`config.mk`:
```
export PLATFORM = sky130hd
export DESIGN_NAME = des_perm_unit
export DESIGN_NICKNAME = d
export VERILOG_FILES = /design/src/rtl/des_pkg.sv /design/src/rtl/des_bit_permute.sv /design/src/rtl/des_perm_unit.sv
export SDC_FILE = /design/constraint.sdc
export NUM_CORES = 1
export LEC_CHECK = 0
export ABC_CLOCK_PERIOD_IN_PS = 2800
export CAP_MARGIN = 20
export CORE_MARGIN = 4
export CORE_UTILIZATION = 49
export CTS_BUF_LIST = sky130_fd_sc_hd__clkbuf_2 sky130_fd_sc_hd__clkbuf_4 sky130_fd_sc_hd__clkbuf_8
export DETAILED_ROUTE_END_ITERATION = 6
export PLACE_DENSITY = 0.89
export SLEW_MARGIN = 5
export SYNTH_ARGS = -nofsm -noshare
export SYNTH_HDL_FRONTEND = slang
export SYNTH_SLANG_ARGS = --single-unit
export TNS_END_PERCENT = 100
```
`constraint.sdc`:
```
create_clock -name clk -period 2.8 [get_ports clk]
set_input_delay 0.28 -clock clk [delete_from_list [all_inputs] [get_ports clk]]
set_output_delay 0.28 -clock clk [all_outputs]
set_load 0.05 [all_outputs]
```
`src/rtl/des_pkg.sv`:
```
// Shared DES permutation tables (FIPS 46-3, 1-based source bit indices) and mode encoding.
// Table entry i is the DES input bit that feeds DES output bit i+1.
package des_pkg;

   typedef enum logic [1:0] {
      PERM_IP     = 2'b00,
      PERM_IP_INV = 2'b01,
      PERM_E      = 2'b10,
      PERM_RSVD   = 2'b11
   } des_perm_mode_e;

   localparam int unsigned DES_IP [64] = '{
      58, 50, 42, 34, 26, 18, 10,  2,
      60, 52, 44, 36, 28, 20, 12,  4,
      62, 54, 46, 38, 30, 22, 14,  6,
      64, 56, 48, 40, 32, 24, 16,  8,
      57, 49, 41, 33, 25, 17,  9,  1,
      59, 51, 43, 35, 27, 19, 11,  3,
      61, 53, 45, 37, 29, 21, 13,  5,
      63, 55, 47, 39, 31, 23, 15,  7
   };

   localparam int unsigned DES_IP_INV [64] = '{
      40,  8, 48, 16, 56, 24, 64, 32,
      39,  7, 47, 15, 55, 23, 63, 31,
      38,  6, 46, 14, 54, 22, 62, 30,
      37,  5, 45, 13, 53, 21, 61, 29,
      36,  4, 44, 12, 52, 20, 60, 28,
      35,  3, 43, 11, 51, 19, 59, 27,
      34,  2, 42, 10, 50, 18, 58, 26,
      33,  1, 41,  9, 49, 17, 57, 25
   };

   localparam int unsigned DES_E [48] = '{
      32,  1,  2,  3,  4,  5,
       4,  5,  6,  7,  8,  9,
       8,  9, 10, 11, 12, 13,
      12, 13, 14, 15, 16, 17,
      16, 17, 18, 19, 20, 21,
      20, 21, 22, 23, 24, 25,
      24, 25, 26, 27, 28, 29,
      28, 29, 30, 31, 32,  1
   };

endpackage

```
`src/rtl/des_bit_permute.sv`:
```
// Combinational table-driven bit permutation using DES MSB-first numbering:
// DES bit n of a W-bit word lives at word[W-n].
module des_bit_permute #(
   parameter int unsigned IN_W  = 64,
   parameter int unsigned OUT_W = 64,
   parameter int unsigned TBL [OUT_W] = '{default: 1}
) (
   input  logic [IN_W-1:0]  i_din,
   output logic [OUT_W-1:0] o_dout
);

   for (genvar g = 0; g < OUT_W; g++) begin : g_bit
      assign o_dout[OUT_W-1-g] = i_din[IN_W-TBL[g]];
   end

endmodule

```
`src/rtl/des_perm_unit.sv`:
```
// Registered DES permutation engine: IP, IP^-1 or E (32->48) selected per cycle,
// one-cycle latency, result held while no input is accepted.
module des_perm_unit
   import des_pkg::*;
(
   input  logic        clk,
   input  logic        rst_n,
   input  logic        in_valid,
   input  logic [1:0]  mode,
   input  logic [63:0] din,
   output logic        out_valid,
   output logic [63:0] dout
);

   logic [63:0] w_ip_p0;
   logic [63:0] w_ip_inv_p0;
   logic [47:0] w_e_p0;
   logic [63:0] w_perm_p0;
   logic        r_vld_p1;
   logic [63:0] r_dout_p1;

   des_bit_permute #(.IN_W(64), .OUT_W(64), .TBL(DES_IP)) u_ip (
      .i_din  (din),
      .o_dout (w_ip_p0)
   );

   des_bit_permute #(.IN_W(64), .OUT_W(64), .TBL(DES_IP_INV)) u_ip_inv (
      .i_din  (din),
      .o_dout (w_ip_inv_p0)
   );

   // E sees only the low half-block; din[63:32] never reaches it.
   des_bit_permute #(.IN_W(32), .OUT_W(48), .TBL(DES_E)) u_e (
      .i_din  (din[31:0]),
      .o_dout (w_e_p0)
   );

   always_comb begin
      w_perm_p0 = '0;
      case (des_perm_mode_e'(mode))
         PERM_IP:     w_perm_p0 = w_ip_p0;
         PERM_IP_INV: w_perm_p0 = w_ip_inv_p0;
         PERM_E:      w_perm_p0 = {16'h0000, w_e_p0};
         default:     w_perm_p0 = '0;
      endcase
   end

   // p0 -> p1: reset wins over a simultaneous valid input
   always_ff @(posedge clk) begin
      if (!rst_n) begin
         r_vld_p1  <= 1'b0;
         r_dout_p1 <= '0;
      end else begin
         r_vld_p1 <= in_valid;
         if (in_valid) begin
            r_dout_p1 <= w_perm_p0;
         end
      end
   end

   assign out_valid = r_vld_p1;
   assign dout      = r_dout_p1;

endmodule

```
Word level (Yosys, flattened, before mapping)
Cells that the tools add are included.

Eq/ne operators: 2. Reduce and logical (&&, ||, !) cells: 1. Muxes and demuxes: 1.

Operators with widths (count): one-hot mux 64 bit (3 select lines) (1); equality test 2 x 1 -> 1 bit (second input constant) (1); equality test 2 bit (second input constant) (1); logical NOT 2 bit (1).

Output and inout bits: 65. Register bits after elaboration: 65. Bits of input ports: 69.

Longest topological paths before layout
Word-level depth: 2. Mapped depth: 6. Mapped depth without buffers: 3.

Modules after synthesis
Synthesis repeated with hierarchy kept, for this count alone.

Cell total of the unflattened synthesis: 523. Area total of the unflattened synthesis: 4919.7 um^2.

Modules (own cells, without submodules): des_perm_unit (area each 3598.5 um^2, cells an instance 347, times used 1); des_bit_permute at u_ip ... (area each 480.5 um^2, cells an instance 64, times used 2); des_bit_permute at u_e (area each 360.3 um^2, cells an instance 48, times used 1).

Worst setup path before layout
OpenSTA, ideal clock, no wires.

Kind: input -> register. Start: input mode[0]. End: register r_dout_p1[51], in the netlist dout[51]. Data required time: 2.685 ns. Cell stages on the path: 6. Setup time: 0.115 ns. Arrival time: 1.059 ns. Buffers on the path: 3. Setup slack: 1.626 ns. Path through: buf_6 > buf_12 > buf_6 > mux2i_1 > o22ai_1 > and2_1.

Cells in the longest elaborated chain, start to end: 2.

Ends and longest elaborated chain: from (decl) (RTL line des_perm_unit.sv:9) `input logic [1:0] mode,`; equality test 2 bit (tied with other cells) (RTL line des_perm_unit.sv:40) `case (des_perm_mode_e'(mode))`; one-hot mux 64 bit (3 select lines) (*) (RTL line des_perm_unit.sv:40); to (signal assigned) (RTL line des_perm_unit.sv:56) `r_dout_p1 <= w_perm_p0;`; to (decl) (RTL line des_perm_unit.sv:20) `logic [63:0] r_dout_p1;`.

Every way passes the cells marked *; elsewhere a longest branch is shown, timed or not. A chain may end at the register's enable or synchronous reset.

Worst setup path in the final report
Start: register r_dout_p1[19], in the netlist dout[19]. End: output dout[19].

RTL lines: to (decl) (RTL line des_perm_unit.sv:12) `output logic [63:0] dout`.

No word-level cell between the ends.

==> flow_summary.ini <==
[clock_tree]
clk_latency_ps = 330
cts_tree = yes
cts_resized = 0
cts-htree-levels = 3
cts-buffers-inserted = 9
cts_max_path_buffers = 2
root_buffer = clkbuf_8
postCtsSetupBuffers = 0
ctsHoldBuffers = 0
cts.sinks = 65
path_clk_slew_ps = 60

[logic_synthesis]
synthAdderAreaFrac_pct = 0
synth_common_cells = 65 x dfxtp_1, 59 x mux2i_1, 34 x inv_1, 29 x nor2_1, 28 x o21ai_0
ys_ff_latch = 65
synth_top_area_share_pct = 37.7
synth_top_family_by_area = compound AO/OA/AOI/OAI gates
muxShareOfSynthArea_pct = 17.1
synth_flop_cell = dfxtp_1
synth_cell_type_count = 26
synth.most_common_cell = dfxtp_1
syn_nets = 455
yosys.area_share.simple_pct = 12.3
synthTopCellsByArea = dfxtp_1 38%, mux2i_1 17%, o221a_2 7.2%
syn_area_um2 = 3450
synth_edf_count = 0
synth_area_leader_cell = dfxtp_1
synth_compound_area_share_pct = 22.4
ys_seq_area_share_pct = 37.7
syn_area_per_cell_um2 = 8.94
synth_warnings = 0
ys_async_sr_fraction_pct = 0
syn-instance-count = 386
synth-xor-area-share_pct = 0

[die]
die_area_um2 = 8450
rows = 30
core_um2 = 6830
die_h_um = 91.9
die_x_um = 91.9
ios = 134
initial_core_util_pct = 50.5

[detailed_routing]
initialDrtViolationCount = 191
dr.pass1.iters = 4
vias = 3276
routed_via_density = 5.48
top_layer = met4
ant_nets = 0
routed_wl_um = 10800
remaining_drc_errors = 0
met1_length_um = 4420
wl_met2_um = 5330
wl_per_cell_um = 18.0
wl_met3_um = 744

[final_layout]
finalNetCount = 567
final_cell_area_um2 = 4860
finalCoreUtilization_pct = 71.1
stdcell_count = 598
fillerInstances = 541
antenna_cells = 0
drive_gt1_share_pct = 9.76
area_growth_pct = 40.7

[global_routing]
grt_pass1_vias = 3254
grt.overflow.total = 0
grt_max_degree = 87
grt_usage_pct = 25.3
grt_pass1_wl_um = 16900
antenna_found_initial = 0

[pwr]
ir_worst_vdd_v = 0.000346
power_density_nw_per_um2 = 499
power_mw = 2.42
p_leak_nw = 1.97

[placement]
dp_cells = 583
place_ws_ps = 821
post_dp_cell_area_um2 = 4690
dp_hpwl_um = 7870
port_buffers = 133
routabilityCongestion = 0.891

[timing]
fin_crit_ps = 1840
holdWs_ps = 352
fin_skew_ps = 0
worst_slack_ps = 964
finalMaxSlewViolations = 0
hold_viol_final = 0
setup_violations = 0
period_share_pct = 65.6
max_freq_mhz = 545
fin_setup_tns_ps = 0
max_slew_margin_pct = 31.8
tightest_slew_ps = 1020
rsz0062_at_grt = false

[worst_setup_path]
path_cells = clkdlybuf4s50_1
path_class = flip-flop to output pin
r2r_start = dout[61]$_SDFFE_PN0P_
end_kind = output pin
crit_family = buffers and inverters
r2r_cells = 3
r2r_slack_ps = 2030
critPathArrivalTime_ps = 1560
critPathSlowestCell = clkdlybuf4s50_1
start_kind = flip-flop
cp_max_fo = 2
crit_buf_inv = 1
cpPeakStageDelay_ps = 830
regToRegEndpoint = dout[61]$_SDFFE_PN0P_
required_ps = 2520

[run_status]
status = finished clean

[hold_path]
hp-start = in_valid
hold_end = dout[38]$_SDFFE_PN0P_
hold_path_depth = 2
hold_class = input pin to flip-flop

[job]
cap_violations = 0
==> cell families after synthesis <==
kind of cell,count (synthesis)
buf+inv,70
simple gates,84
mux,59
flops,65
compound gates,108
==> layout by cell type, fill, tap and decap left out, drive strengths merged, types with 11 or more instances in the layout <==
cell	count
dfxtp	65
a31oi	13
o221a	22
nor2	29
and2	17
inv	34
mux2i	59
o21a	11
clkdlybuf4s50	129
nand2	15
o22ai	23
clkbuf	11
o21ai	31
==> power breakdown <==
group          switching, mW  internal, mW  leakage [nW]
Clock                  0.341         0.344        0.0921
Sequential            0.0344         0.984         0.536
Combinational          0.424         0.294          1.34
Total                  0.800          1.62          1.97
==> state kept, by name, indices dropped and copies added, names as in the netlist <==
signal,count
dout,64
out_valid,1
==> metal layers <==
| metal | GRT usage, % | vias to the layer above |
|---|---|---|
| li1 | - | 1584 |
| met1 | 31.5 | 1558 |
| met2 | 41.5 | 115 |
| met3 | 6.48 | 19 |
| met4 | 10.8 | 0 |
| met5 | 0 | - |
==> worst max path at each step <==
stage | from | to | slack [ps] | cells after the start
after global placement | mode[0] | dout[10]$_SDFFE_PN0P_ | 880 | 4
after CTS | dout[19]$_SDFFE_PN0P_ | dout[19] | 960 | 1
after floorplan | mode[0] | dout[51]$_SDFFE_PN0P_ | 1630 | 6
after global routing | dout[19]$_SDFFE_PN0P_ | dout[19] | 940 | 1
final | dout[19]$_SDFFE_PN0P_ | dout[19] | 960 | 1
after detailed placement | mode[0] | dout[7]$_SDFFE_PN0P_ | 820 | 4
==> cell type report <==
cell class                      instances  area [um^2]  area share (%)
Sequential cell                        65         1300            26.8
Clock inverter                          4         20.0           0.412
Multi-Input combinational cell        251         1790            36.8
Tap cell                               96          120            2.47
Clock buffer                           11          145            2.99
Inverter                               34          128            2.63
Timing Repair Buffer                  137         1360            27.9
No activity file was read; power rests on OpenSTA's default activity.
